<file path="config.mk">
export PLATFORM = sky130hd
export DESIGN_NAME = mac_operand_feeder
export DESIGN_NICKNAME = d
export VERILOG_FILES = /design/src/rtl/mac_operand_feeder.sv
export SDC_FILE = /design/constraint.sdc
export NUM_CORES = 1
export LEC_CHECK = 0
export BUFFER_PORTS_ARGS = -buffer_cell sky130_fd_sc_hd__clkbuf_2
export CORE_MARGIN = 2
export CORE_UTILIZATION = 38
export DETAILED_ROUTE_END_ITERATION = 10
export GPL_TIMING_DRIVEN = 0
export MAX_ROUTING_LAYER = met4
export PLACE_DENSITY = 0.78
export SYNTH_ARGS = -nofsm -noshare
export SYNTH_HDL_FRONTEND = slang
export SYNTH_SLANG_ARGS = --single-unit
</file>
<file path="constraint.sdc">
create_clock -name clk -period 2.37 [get_ports clk]
set_clock_uncertainty 0.2 [all_clocks]
set_input_delay 0.1185 -clock clk [delete_from_list [all_inputs] [get_ports clk]]
set_output_delay 0.1185 -clock clk [all_outputs]
set_load 0.01 [all_outputs]
</file>
<file path="src/rtl/mac_operand_feeder.sv">
// Operand feeder for a single MAC: clears the accumulator, streams VEC_LEN element
// pairs from two 1-cycle-latency RAMs, then captures the dot product and pulses done.
module mac_operand_feeder #(
  parameter int DATA_WIDTH = 8,
  parameter int VEC_LEN    = 8,
  parameter int ADDR_WIDTH = 3
) (
  input  logic                    clk,
  input  logic                    rst,
  input  logic                    start,
  output logic                    busy,
  output logic                    done,
  output logic [3*DATA_WIDTH-1:0] result,
  output logic                    rd_en,
  output logic [ADDR_WIDTH-1:0]   rd_addr,
  input  logic [DATA_WIDTH-1:0]   a_rdata,
  input  logic [DATA_WIDTH-1:0]   b_rdata,
  output logic                    mac_en,
  output logic                    mac_clr,
  output logic [DATA_WIDTH-1:0]   mac_ain,
  output logic [DATA_WIDTH-1:0]   mac_bin,
  input  logic [3*DATA_WIDTH-1:0] mac_cout
);

  localparam logic [ADDR_WIDTH-1:0] LAST_ADDR = ADDR_WIDTH'(VEC_LEN - 1);

  typedef enum logic [2:0] {IDLE, CLEAR, READ, DRAIN, CAPTURE, DONE} state_t;

  state_t state;

  always_ff @(posedge clk or posedge rst) begin
    if (rst) begin
      state   <= IDLE;
      busy    <= 1'b0;
      done    <= 1'b0;
      result  <= '0;
      rd_en   <= 1'b0;
      rd_addr <= '0;
      mac_en  <= 1'b0;
      mac_clr <= 1'b0;
    end else begin
      // mac_en trails rd_en by one cycle so it lines up with the RAM read data
      mac_en  <= rd_en;
      done    <= 1'b0;
      mac_clr <= 1'b0;
      case (state)
        IDLE: begin
          if (start) begin
            state   <= CLEAR;
            mac_clr <= 1'b1;
            busy    <= 1'b1;
          end
        end
        CLEAR: begin
          state   <= READ;
          rd_en   <= 1'b1;
          rd_addr <= '0;
        end
        READ: begin
          if (rd_addr == LAST_ADDR) begin
            state   <= DRAIN;
            rd_en   <= 1'b0;
            rd_addr <= '0;
          end else begin
            rd_addr <= rd_addr + ADDR_WIDTH'(1);
          end
        end
        DRAIN: begin
          state <= CAPTURE;
        end
        CAPTURE: begin
          result <= mac_cout;
          done   <= 1'b1;
          busy   <= 1'b0;
          state  <= DONE;
        end
        DONE: begin
          if (start) begin
            state   <= CLEAR;
            mac_clr <= 1'b1;
            busy    <= 1'b1;
          end else begin
            state <= IDLE;
          end
        end
        default: state <= IDLE;
      endcase
    end
  end

  assign mac_ain = mac_en ? a_rdata : '0;
  assign mac_bin = mac_en ? b_rdata : '0;

endmodule

</file>
==> impl_metrics.json, run 1 <==
{
  "synth-edff-count": 0,
  "report.final.slew_viol_count": 0,
  "drc_errors": 0,
  "cts_buffer_depth": 2,
  "crit_path_start": "state[0]",
  "slew_headroom": 0.5327,
  "gp_routability_congestion": 0.7227,
  "synth_area_in_xor_xnor": 0.005868,
  "rr_endpoint": "result[13]",
  "detail_route.first_pass.iterations": 4,
  "grt_max_degree": 36,
  "synth.distinct_cells": 25,
  "global_route.overflow_total": 0,
  "clk_root_buffer_cell": "sky130_fd_sc_hd__clkbuf_8",
  "cts_setup_buffers": 0,
  "max-cap-violations": 0,
  "cp-end-kind": "flop",
  "setup.worst_path.class": "reg -> reg",
  "complex_gate_fraction_of_the_synthesized_area": 0.06287,
  "netlist.top_cell.by_area": "sky130_fd_sc_hd__dfrtp_1",
  "synth_cells": 110,
  "die_span_in_x_um": 66.68,
  "synth-seq-area-share": 0.5868,
  "period_share": 0.7681,
  "floorplan.core_area_mm2": 0.003716,
  "floorplan.die_area_mm2": 0.004446,
  "shortest_period_the_worst_path_allows_ns": 1.820,
  "placement.io_buffers": 90,
  "synth_simple_gate_area_frac": 0.1031,
  "power_per_cell_area_mw_per_mm2": 1182,
  "leakage_nw": 1.212,
  "via_per_inst": 4.552,
  "critical_path_peak_fanout": 10,
  "wl_per_cell_um": 12.21,
  "status": "completed",
  "die_h_um": 66.68,
  "hold_path_depth": 0,
  "dominant_combinational_cell_family_by_area_after_synthesis": "multiplexers",
  "ys_top_cells_by_count": "sky130_fd_sc_hd__dfrtp_1, sky130_fd_sc_hd__mux2_2, sky130_fd_sc_hd__and2_1, sky130_fd_sc_hd__nor2_1",
  "area_share_of_fa_ha_maj_cells_after_synthesis": 0.02347,
  "critPathRequiredTime_ns": 2.33,
  "tritoncts.num_buffers": 5,
  "achievable-frequency_ghz": 0.5493,
  "antennaDiodeCount": 0,
  "i_o_pin_total": 91,
  "layout-drive-gt1-share": 0.5408,
  "yosysMostFrequentCell": "sky130_fd_sc_hd__dfrtp_1",
  "dr.first_iter.drc_count": 16,
  "final-hold-violation-count": 0,
  "antenna_found_initial": 0,
  "synthesized_net_count": 155,
  "critical_path.reg2reg.startpoint": "state[0]",
  "area_share_of_the_largest_cell_type_after_synthesis": 0.5868,
  "number_of_warnings_issued_by_yosys": 0,
  "area_grow_syn2layout_pct": 57.50,
  "globalRouteTotalUtil": 0.1699,
  "worstMarginPinSlew_ns": 0.7000,
  "ys_dominant_reg_cell": "sky130_fd_sc_hd__dfrtp_1",
  "timing.hold.ws_ns": 0.2310,
  "total_number_of_h_tree_levels": 2,
  "layout.nets": 278,
  "global_route_wire_length_before_repair_um": 5444,
  "dp_hpwl_um": 2406,
  "netlist_top_cells_area": "sky130_fd_sc_hd__dfrtp_1, sky130_fd_sc_hd__mux2_2, sky130_fd_sc_hd__and2_1",
  "detailroute.via_count": 1279,
  "crit_path_start_kind": "flop",
  "cell_area_synth_mm2": 0.001493,
  "synth-seq-cells": 35,
  "clock_latency_of_the_later_clocked_register_in_the_worst_skew_pair_ns": 0.27,
  "final_critical_path_setup_slack_ns": 0.5495,
  "grt_pass1_vias": 1219,
  "peakVddDrop_mv": 0.6729,
  "totalNegativeSetupSlack_ns": 0,
  "pre_cts_setup_slack_ns": 0.5365,
  "min_delay_startpoint": "rd_en",
  "area.sequential_um2": 875.8,
  "hold_class": "reg -> reg",
  "arrival_ns": 1.78,
  "floorplan.rows": 22,
  "post_synth.cell_area_avg_um2": 13.57,
  "ant_nets": 0,
  "reg2reg_path_depth": 4,
  "asyncSetResetFlopFracSynth": 1.000,
  "numClockSinks": 35,
  "clkSlewWorstSetupHoldPaths_ns": 0.07,
  "clock_tree_from_tritoncts": "built",
  "start_util": 0.4017,
  "regToRegSetupSlack_ns": 0.55,
  "multiInputGateArea_um2": 561.8,
  "fillers": 286,
  "setup_viol_count_final": 0,
  "multiplexer_share_of_the_synthesized_area": 0.1811,
  "grt_setup_unrepaired": "no",
  "wirelength_um": 3431,
  "hold_path_end": "mac_en"
}
==> sequential cells by signal (all words and copies together), names as in the netlist <==
signal   cells
busy         1
done         1
mac_clr      1
mac_en       1
rd_addr      3
rd_en        1
result      24
state        3
==> layout by cell type, fill, tap and decap left out, types with 2 or more instances in the layout <==
| master | synthesis | final |
|---|---|---|
| sky130_fd_sc_hd__clkbuf_2 | 0 | 90 |
| sky130_fd_sc_hd__dfrtp_1 | 35 | 35 |
| sky130_fd_sc_hd__dlygate4sd3_1 | 0 | 26 |
| sky130_fd_sc_hd__mux2_2 | 22 | 22 |
| sky130_fd_sc_hd__and2_1 | 16 | 16 |
| sky130_fd_sc_hd__clkbuf_8 | 0 | 6 |
| sky130_fd_sc_hd__nor2_1 | 5 | 5 |
| sky130_fd_sc_hd__a22o_1 | 4 | 4 |
| sky130_fd_sc_hd__inv_1 | 4 | 3 |
| sky130_fd_sc_hd__inv_2 | 1 | 2 |
| sky130_fd_sc_hd__buf_2 | 2 | 2 |
| sky130_fd_sc_hd__buf_6 | 2 | 2 |
| sky130_fd_sc_hd__mux2_1 | 2 | 2 |
| sky130_fd_sc_hd__o21ai_0 | 2 | 2 |
| sky130_fd_sc_hd__ha_1 | 2 | 2 |
==> cell type report <==
class,instances,area share
Clock inverter,1,0.002129
Multi-Input combinational cell,65,0.2390
Timing Repair Buffer,116,0.3023
Sequential cell,35,0.3725
Tap cell,48,0.02555
Clock buffer,6,0.03513
Buffer,5,0.01543
Inverter,5,0.007983
==> power by group <==
group / leakage (nW) / internal (W) / switching (W)
logic: 0.747 / 0.000675 / 0.000623
registers: 0.418 / 0.000892 / 0.000173
clock network: 0.0470 / 0.000228 / 0.000189
total: 1.21 / 0.00179 / 0.000985
==> logic make-up (layout without fill, tap and decap cells) <==
logic type / after synthesis / in the layout
AO/OA/AOI/OAI: 12 / 12
AND/OR/NAND/NOR: 25 / 25
buffers and inverters: 10 / 133
XOR/XNOR: 1 / 1
adder cells (fa/ha/maj): 3 / 3
multiplexers: 24 / 24
flip-flops: 35 / 35
==> routing by layer <==
metal | up-vias | global-route usage | part of all wire
met3 | 0 | 0.04223 | 0.090
met5 | - | - | 0
li1 | 623 | - | -
met2 | 73 | 0.2950 | 0.50
met4 | 0 | 0.05357 | 0
met1 | 583 | 0.1930 | 0.41
==> through the flow <==
stage	instances	power [W]	area [um^2]	utilization
after floorplan	110	0.001856	1493	-
after CTS	280	0.002809	2341	0.6300
after global placement	248	0.002309	2003	0.5391
final	281	0.002779	2351	0.6327
after detailed placement	248	0.002347	2003	0.5391
after global routing	281	0.003003	2351	0.6327
==> what timing repair did <==
item / in CTS / in global routing
resized for setup: 0 / 0
hold buffers: 25 / 1
endpoints found under the hold margin: 25 / 35
==> worst max-delay path, stage by stage (launching register included) <==
cell and delay [ns]:
sky130_fd_sc_hd__dfrtp_1 0.35, sky130_fd_sc_hd__buf_2 0.18, sky130_fd_sc_hd__nor3_4 0.40, sky130_fd_sc_hd__buf_6 0.22
sky130_fd_sc_hd__mux2_2 0.34
==> worst max path at each step <==
stage / end / cells after the start
global route: result[17] / 4
CTS: result[16] / 4
floorplan: result[10] / 4
detailed placement: result[16] / 4
finish: result[13] / 4
global placement: result[12] / 4
Note: power is estimated with default switching activity, not from simulation.
==> inputs of run 2 (changes only) <==
ABC_AREA = 1   (was unset)
PLACE_DENSITY = 0.8   (was 0.78)
clock period = 1.6 ns   (was 2.37 ns; I/O delays follow)
==> run 2 against run 1 <==
Net effect: highest routed layer is now met4; via count increased by 21%; clock power increased by 47%; die area increased by 2.3%; combinational power increased by 15%; worst hold slack got worse by 0.029 ns; largest cell class unchanged; global-route usage increased by 1.3 points; sequential power increased by 45%.
==> impl_metrics.json, run 2 <==
{
  "crit_slowest_cell": "sky130_fd_sc_hd__dfrtp_1",
  "crit_path_start_kind": "flop",
  "number_of_warnings_issued_by_yosys": 0,
  "detail_route.first_pass.iterations": 4,
  "area_share_of_the_largest_cell_type_after_synthesis": 0.5728,
  "dp_hpwl_um": 2614,
  "hold_class": "reg -> reg",
  "max-cap-violations": 0,
  "area_grow_syn2layout_pct": 56.06,
  "post_synth.cell_area_avg_um2": 8.090,
  "rr_endpoint": "state[0]",
  "globalRouteTotalUtil": 0.1828,
  "netlist.top_cell.by_area": "sky130_fd_sc_hd__dfrtp_1",
  "placement.io_buffers": 90,
  "arrival_ns": 1.16,
  "clock_latency_of_the_later_clocked_register_in_the_worst_skew_pair_ns": 0.28,
  "power_per_cell_area_mw_per_mm2": 1538,
  "grt_pass1_vias": 1355,
  "synth.distinct_cells": 14,
  "clock_tree_from_tritoncts": "built",
  "i_o_pin_total": 91,
  "detailroute.via_count": 1552,
  "synthesized_net_count": 234,
  "critical_path_depth": 4,
  "cell_chain_of_the_critical_path": "buf_4 > nand2_1 > inv_1 > clkbuf_2",
  "via_per_inst": 4.287,
  "ant_nets": 0,
  "layout.cells.most_common": "sky130_fd_sc_hd__nand2_1",
  "final-hold-violation-count": 0,
  "global_route.overflow_total": 0,
  "largest_registers": "result: 24 flops, rd_addr: 3 flops, state: 3 flops",
  "wirelength_um": 4031,
  "cell_area_synth_mm2": 0.001529,
  "path_delay_family": "flip-flops",
  "yosysMostFrequentCell": "sky130_fd_sc_hd__nand2_1",
  "clkSlewWorstSetupHoldPaths_ns": 0.06,
  "worstMarginPinSlew_ns": 0.6937,
  "complex_gate_fraction_of_the_synthesized_area": 0.003273,
  "synth-seq-area-share": 0.5728,
  "slew_headroom": 0.5369,
  "critPathRequiredTime_ns": 1.32,
  "grt_setup_unrepaired": "no",
  "timing.hold.ws_ns": 0.2018,
  "largest_register_ffs": 24,
  "clk_root_buffer_cell": "sky130_fd_sc_hd__clkbuf_8",
  "cp-end-kind": "output port",
  "layout-drive-gt1-share": 0.3429,
  "reg2reg_path_depth": 6,
  "setup_viol_count_final": 0,
  "synth_cells": 189,
  "antennaDiodeCount": 0,
  "ys_dominant_reg_cell": "sky130_fd_sc_hd__dfrtp_1",
  "period_share": 0.9002,
  "dr.first_iter.drc_count": 51,
  "tritoncts.num_buffers": 5,
  "floorplan.die_area_mm2": 0.004547,
  "synth-edff-count": 0,
  "total_number_of_h_tree_levels": 2,
  "area_share_of_fa_ha_maj_cells_after_synthesis": 0.01637,
  "path_buf_inv": 3,
  "totalNegativeSetupSlack_ns": 0,
  "hold_path_depth": 0,
  "drc_errors": 0,
  "shortest_period_the_worst_path_allows_ns": 1.440,
  "setup.worst_path.class": "reg -> out",
  "regToRegSetupSlack_ns": 0.19,
  "peakVddDrop_mv": 0.9447,
  "dominant_combinational_cell_family_by_area_after_synthesis": "simple AND/OR/NAND/NOR gates",
  "achievable-frequency_ghz": 0.6943,
  "crit_path_start": "mac_en",
  "multiplexer_share_of_the_synthesized_area": 0,
  "cts_buffer_depth": 2,
  "cp_max_stage_delay_ns": 0.45,
  "grt_max_degree": 36,
  "floorplan.rows": 23,
  "layout.nets": 356,
  "critical_path_peak_fanout": 10,
  "critical_path.reg2reg.startpoint": "rd_addr[0]",
  "die_h_um": 67.43,
  "wl_per_cell_um": 11.14,
  "synth-seq-cells": 35,
  "status": "completed",
  "synth_area_in_xor_xnor": 0,
  "leakage_nw": 1.484,
  "most-common-layout-cells": "sky130_fd_sc_hd__nand2_1, sky130_fd_sc_hd__clkbuf_2, sky130_fd_sc_hd__dfrtp_1",
  "start_util": 0.3878,
  "timing.critical_path.to": "mac_bin[2]",
  "global_route_wire_length_before_repair_um": 5885,
  "floorplan.core_area_mm2": 0.003943,
  "synth_simple_gate_area_frac": 0.3200,
  "gp_routability_congestion": 0.7039,
  "numClockSinks": 35,
  "netlist_top_cells_area": "sky130_fd_sc_hd__dfrtp_1, sky130_fd_sc_hd__nand2_1, sky130_fd_sc_hd__inv_1",
  "asyncSetResetFlopFracSynth": 1.000,
  "die_span_in_x_um": 67.43,
  "ys_top_cells_by_count": "sky130_fd_sc_hd__nand2_1, sky130_fd_sc_hd__dfrtp_1, sky130_fd_sc_hd__inv_1, sky130_fd_sc_hd__nand3_1, sky130_fd_sc_hd__buf_2",
  "report.final.slew_viol_count": 0,
  "regMostFlops": "result",
  "antenna_found_initial": 0
}
-- run 2: cell types whose count changed in the layout (fill, tap and decap cells not counted), sizes merged, moves of 4 or more --
cell	delta
nand2	+109
mux2	-24
inv	+19
and2	-16
nand3	+6
a22o	-4
-- run 2: metal layers --
metal  up-vias  wire length [um]  global-route usage
met4         0                91             0.09184
li1        795                 -                   -
met5         -                 0                   -
met3         9               270             0.03833
met1       683              1527              0.1882
met2        65              2142              0.3280
-- run 2: cell families after synthesis --
| kind of cell | count (synthesis) |
|---|---|
| simple gates | 121 |
| flops | 35 |
| buf+inv | 30 |
| fa+ha+maj | 2 |
| compound gates | 1 |
-- run 2: power by group --
part           internal [W]  switching, W  leakage, nW  total, W
clock network      0.000304      0.000307       0.0412  0.000611
logic              0.000630      0.000873         1.02   0.00150
registers           0.00128      0.000275        0.424   0.00155
-- run 2: worst reg2reg max path: cells and delay by family, from the launching register on --
kind          cells  cell delay [ns]
flops             1             0.41
buf+inv           1             0.06
simple gates      3             0.19
fa+ha+maj         2             0.43
-- run 2: timing repair --
action / CTS / global route
pin swaps: 0 / 0
endpoints found under the hold margin: 62 / 35
buffers inserted: 0 / 0
hold buffers: 25 / 1
endpoints found under the setup margin: 10 / 10
gates cloned: 0 / 0
gates resized for setup: 1 / 0
-- run 2: final cells by class --
| cell class | count | area [um^2] |
|---|---|---|
| clock buffers | 6 | 72.57 |
| repair buffers | 116 | 710.7 |
| clock inverters | 2 | 12.51 |
| flip-flops and latches | 35 | 875.8 |
| well taps | 50 | 62.56 |
| plain buffers | 5 | 40.04 |
| multi-input cells | 124 | 519.2 |
| fillers | 348 | 1556 |
| inverters | 24 | 92.59 |
-- run 2: stage by stage --
stage               cell area [um^2]  power (W)  std cells  setup slack, ns    util
floorplan                       1529   0.002380        189           0.2614       -
global placement                2042   0.002930        329          0.09569  0.5179
detailed placement              2042   0.002988        329          0.07442  0.5179
CTS                             2380   0.003666        362          0.01257  0.6036
global route                    2386   0.003950        362          0.04247  0.6052
finish                          2386   0.003669        362           0.1597  0.6052
-- run 2: worst min-delay path by stage --
stage	start	to	slack (ns)
6_report	rd_en	mac_en	0.20
5_1_grt	rd_en	mac_en	0.23
4_1_cts	rst	mac_clr	-0.03
3_5_place_dp	mac_cout[21]	result[21]	0.08
3_3_place_gp	mac_cout[13]	result[13]	0.07
2_1_floorplan	mac_cout[0]	result[0]	-0.01
==> inputs of run 3 (changes only) <==
CORE_ASPECT_RATIO = 1.25   (was unset)
==> run 3 against run 2 <==
Net effect: largest power group unchanged; maximum frequency down 1.5%; non-clock buffer count rose by 1; worst setup slack got worse by 0.021 ns.
==> impl_metrics.json, run 3 (synthesis results as in run 2) <==
{
  "clkSlewWorstSetupHoldPaths_ns": 0.08,
  "stdcell_area_mm2": 0.002445,
  "floorplan.die_area_mm2": 0.004550,
  "dr.first_iter.drc_count": 56,
  "regToRegSetupSlack_ns": 0.21,
  "dr.max_layer_used": "met4",
  "dp_hpwl_um": 2623,
  "floorplan.rows": 25,
  "cts_buffer_depth": 2,
  "arrival_ns": 1.18,
  "area_grow_syn2layout_pct": 59.90,
  "crit_path_start_kind": "flop",
  "clock_tree_from_tritoncts": "built",
  "antennaDiodeCount": 0,
  "final_critical_path_setup_slack_ns": 0.1383,
  "global_route.overflow_total": 0,
  "peakVddDrop_mv": 0.9561,
  "gp_routability_congestion": 0.7891,
  "start_util": 0.4007,
  "clk_root_buffer_cell": "sky130_fd_sc_hd__clkbuf_8",
  "critPathRequiredTime_ns": 1.32,
  "total_number_of_h_tree_levels": 2,
  "critical_path_peak_fanout": 10,
  "wirelength_um": 3860,
  "rr_endpoint": "state[0]",
  "die_h_um": 74.92,
  "grt_setup_unrepaired": "no",
  "relative_contribution_of_combinational_cells_to_total_power": 0.391,
  "leakage_nw": 1.509,
  "hold_class": "in -> async",
  "global_route_wire_length_before_repair_um": 5658,
  "wl_per_cell_um": 10.52,
  "cp-end-kind": "output port",
  "cell_chain_of_the_critical_path": "buf_2 > nand2_1 > inv_1 > clkbuf_2",
  "setup_viol_count_final": 0,
  "cts_setup_buffers": 0,
  "pre_cts_setup_slack_ns": 0.07203,
  "placement.io_buffers": 90,
  "worstMarginPinSlew_ns": 0.6056,
  "reg2reg_path_depth": 6,
  "globalRouteTotalUtil": 0.1726,
  "route.layer.met1.wl_um": 1552,
  "share_clk_of_total_power": 0.207,
  "detail_route.first_pass.iterations": 4,
  "numClockSinks": 35,
  "timing.hold.ws_ns": 0.1197,
  "report.final.slew_viol_count": 0,
  "grt_max_degree": 36,
  "i_o_pin_total": 91,
  "achievable-frequency_ghz": 0.6841,
  "regMostFlops": "result",
  "totalNegativeSetupSlack_ns": 0,
  "final-hold-violation-count": 0,
  "die_span_in_x_um": 60.74,
  "power.share.switching": 0.3762,
  "cp_max_stage_delay_ns": 0.42,
  "largest_register_ffs": 24,
  "crit_slowest_cell": "sky130_fd_sc_hd__dfrtp_2",
  "most-common-layout-cells": "sky130_fd_sc_hd__nand2_1, sky130_fd_sc_hd__clkbuf_2, sky130_fd_sc_hd__dfrtp_1",
  "pwr-share-seq": 0.402,
  "drc_errors": 0,
  "slew_headroom": 0.5938,
  "period_share": 0.9136,
  "route.met3.wl_um": 315,
  "grt_pass1_vias": 1390,
  "layout.cells.most_common": "sky130_fd_sc_hd__nand2_1",
  "clock_latency_of_the_later_clocked_register_in_the_worst_skew_pair_ns": 0.29,
  "met2_length_um": 1945,
  "critical_path.reg2reg.startpoint": "rd_addr[0]",
  "floorplan.core_area_mm2": 0.003816,
  "max-cap-violations": 0,
  "layout.nets": 357,
  "detailroute.via_count": 1582,
  "status": "completed",
  "setup.worst_path.class": "reg -> out",
  "layout-drive-gt1-share": 0.3482,
  "ant_nets": 0,
  "antenna_found_initial": 0,
  "placed_cell_area_mm2": 0.002047,
  "power_per_cell_area_mw_per_mm2": 1560,
  "power.net_switching_w": 0.001435,
  "largest_registers": "result: 24 flops, rd_addr: 3 flops, state: 3 flops",
  "power_report.internal_total_w": 0.002379,
  "shortest_period_the_worst_path_allows_ns": 1.462,
  "via_per_inst": 4.311,
  "tritoncts.num_buffers": 5
}
run 3: power by group through the flow:
| stage | Sequential [W] | Combinational, W | Clock [W] |
|---|---|---|---|
| detailed placement | 0.00154 | 0.00144 | 0 |
| floorplan | 0.00169 | 0.000685 | 0 |
| global placement | 0.00153 | 0.00139 | 0 |
| global route | 0.00158 | 0.00169 | 0.000843 |
| finish | 0.00153 | 0.00149 | 0.000791 |
| CTS | 0.00153 | 0.00149 | 0.000801 |
run 3: per-layer routing:
layer	GRT usage	up-vias
li1	-	799
met1	0.1698	715
met2	0.3142	62
met3	0.04983	6
met4	0.06522	0
met5	-	-
run 3: worst max-delay path, delay by kind of cell (launching register included):
family | cells | cell delay (ns)
DFF | 1 | 0.42
buffers and inverters | 3 | 0.40
and+or+nand+nor | 1 | 0.07
run 3: how the worst max path moves through the flow:
stage                 endpoint  slack, ns  cells past startpoint       start
floorplan             state[0]       0.26                      6  rd_addr[0]
global placement     result[9]       0.10                      2         rst
detailed placement   result[6]       0.07                      2         rst
CTS                 mac_bin[0]       0.07                      4      mac_en
global route        mac_bin[0]       0.06                      4      mac_en
finish              mac_bin[3]       0.14                      4      mac_en
run 3: timing repair:
item | in CTS | in global routing
hold buffers | 25 | 1
hold endpoints to repair | 62 | 35
resized for setup | 0 | 1
endpoints found under the setup margin | 10 | 1
run 3: layout make-up:
| class | instances | area, um^2 |
|---|---|---|
| clock inverters | 3 | 43.79 |
| repair buffers | 117 | 738.2 |
| flip-flops and latches | 35 | 877.1 |
| fillers | 311 | 1371 |
| plain buffers | 5 | 37.54 |
| clock buffers | 5 | 68.82 |
| well taps | 54 | 67.56 |
| multi-input cells | 124 | 519.2 |
| inverters | 24 | 92.59 |
run 3: per-stage QoR:
| step | cells | utilization | power, W |
|---|---|---|---|
| 5_1_grt | 367 | 0.6407 | 0.004116 |
| 2_1_floorplan | 189 | - | 0.002380 |
| 3_5_place_dp | 333 | 0.5364 | 0.002982 |
| 6_report | 367 | 0.6407 | 0.003815 |
| 4_1_cts | 365 | 0.6305 | 0.003822 |
| 3_3_place_gp | 333 | 0.5364 | 0.002922 |
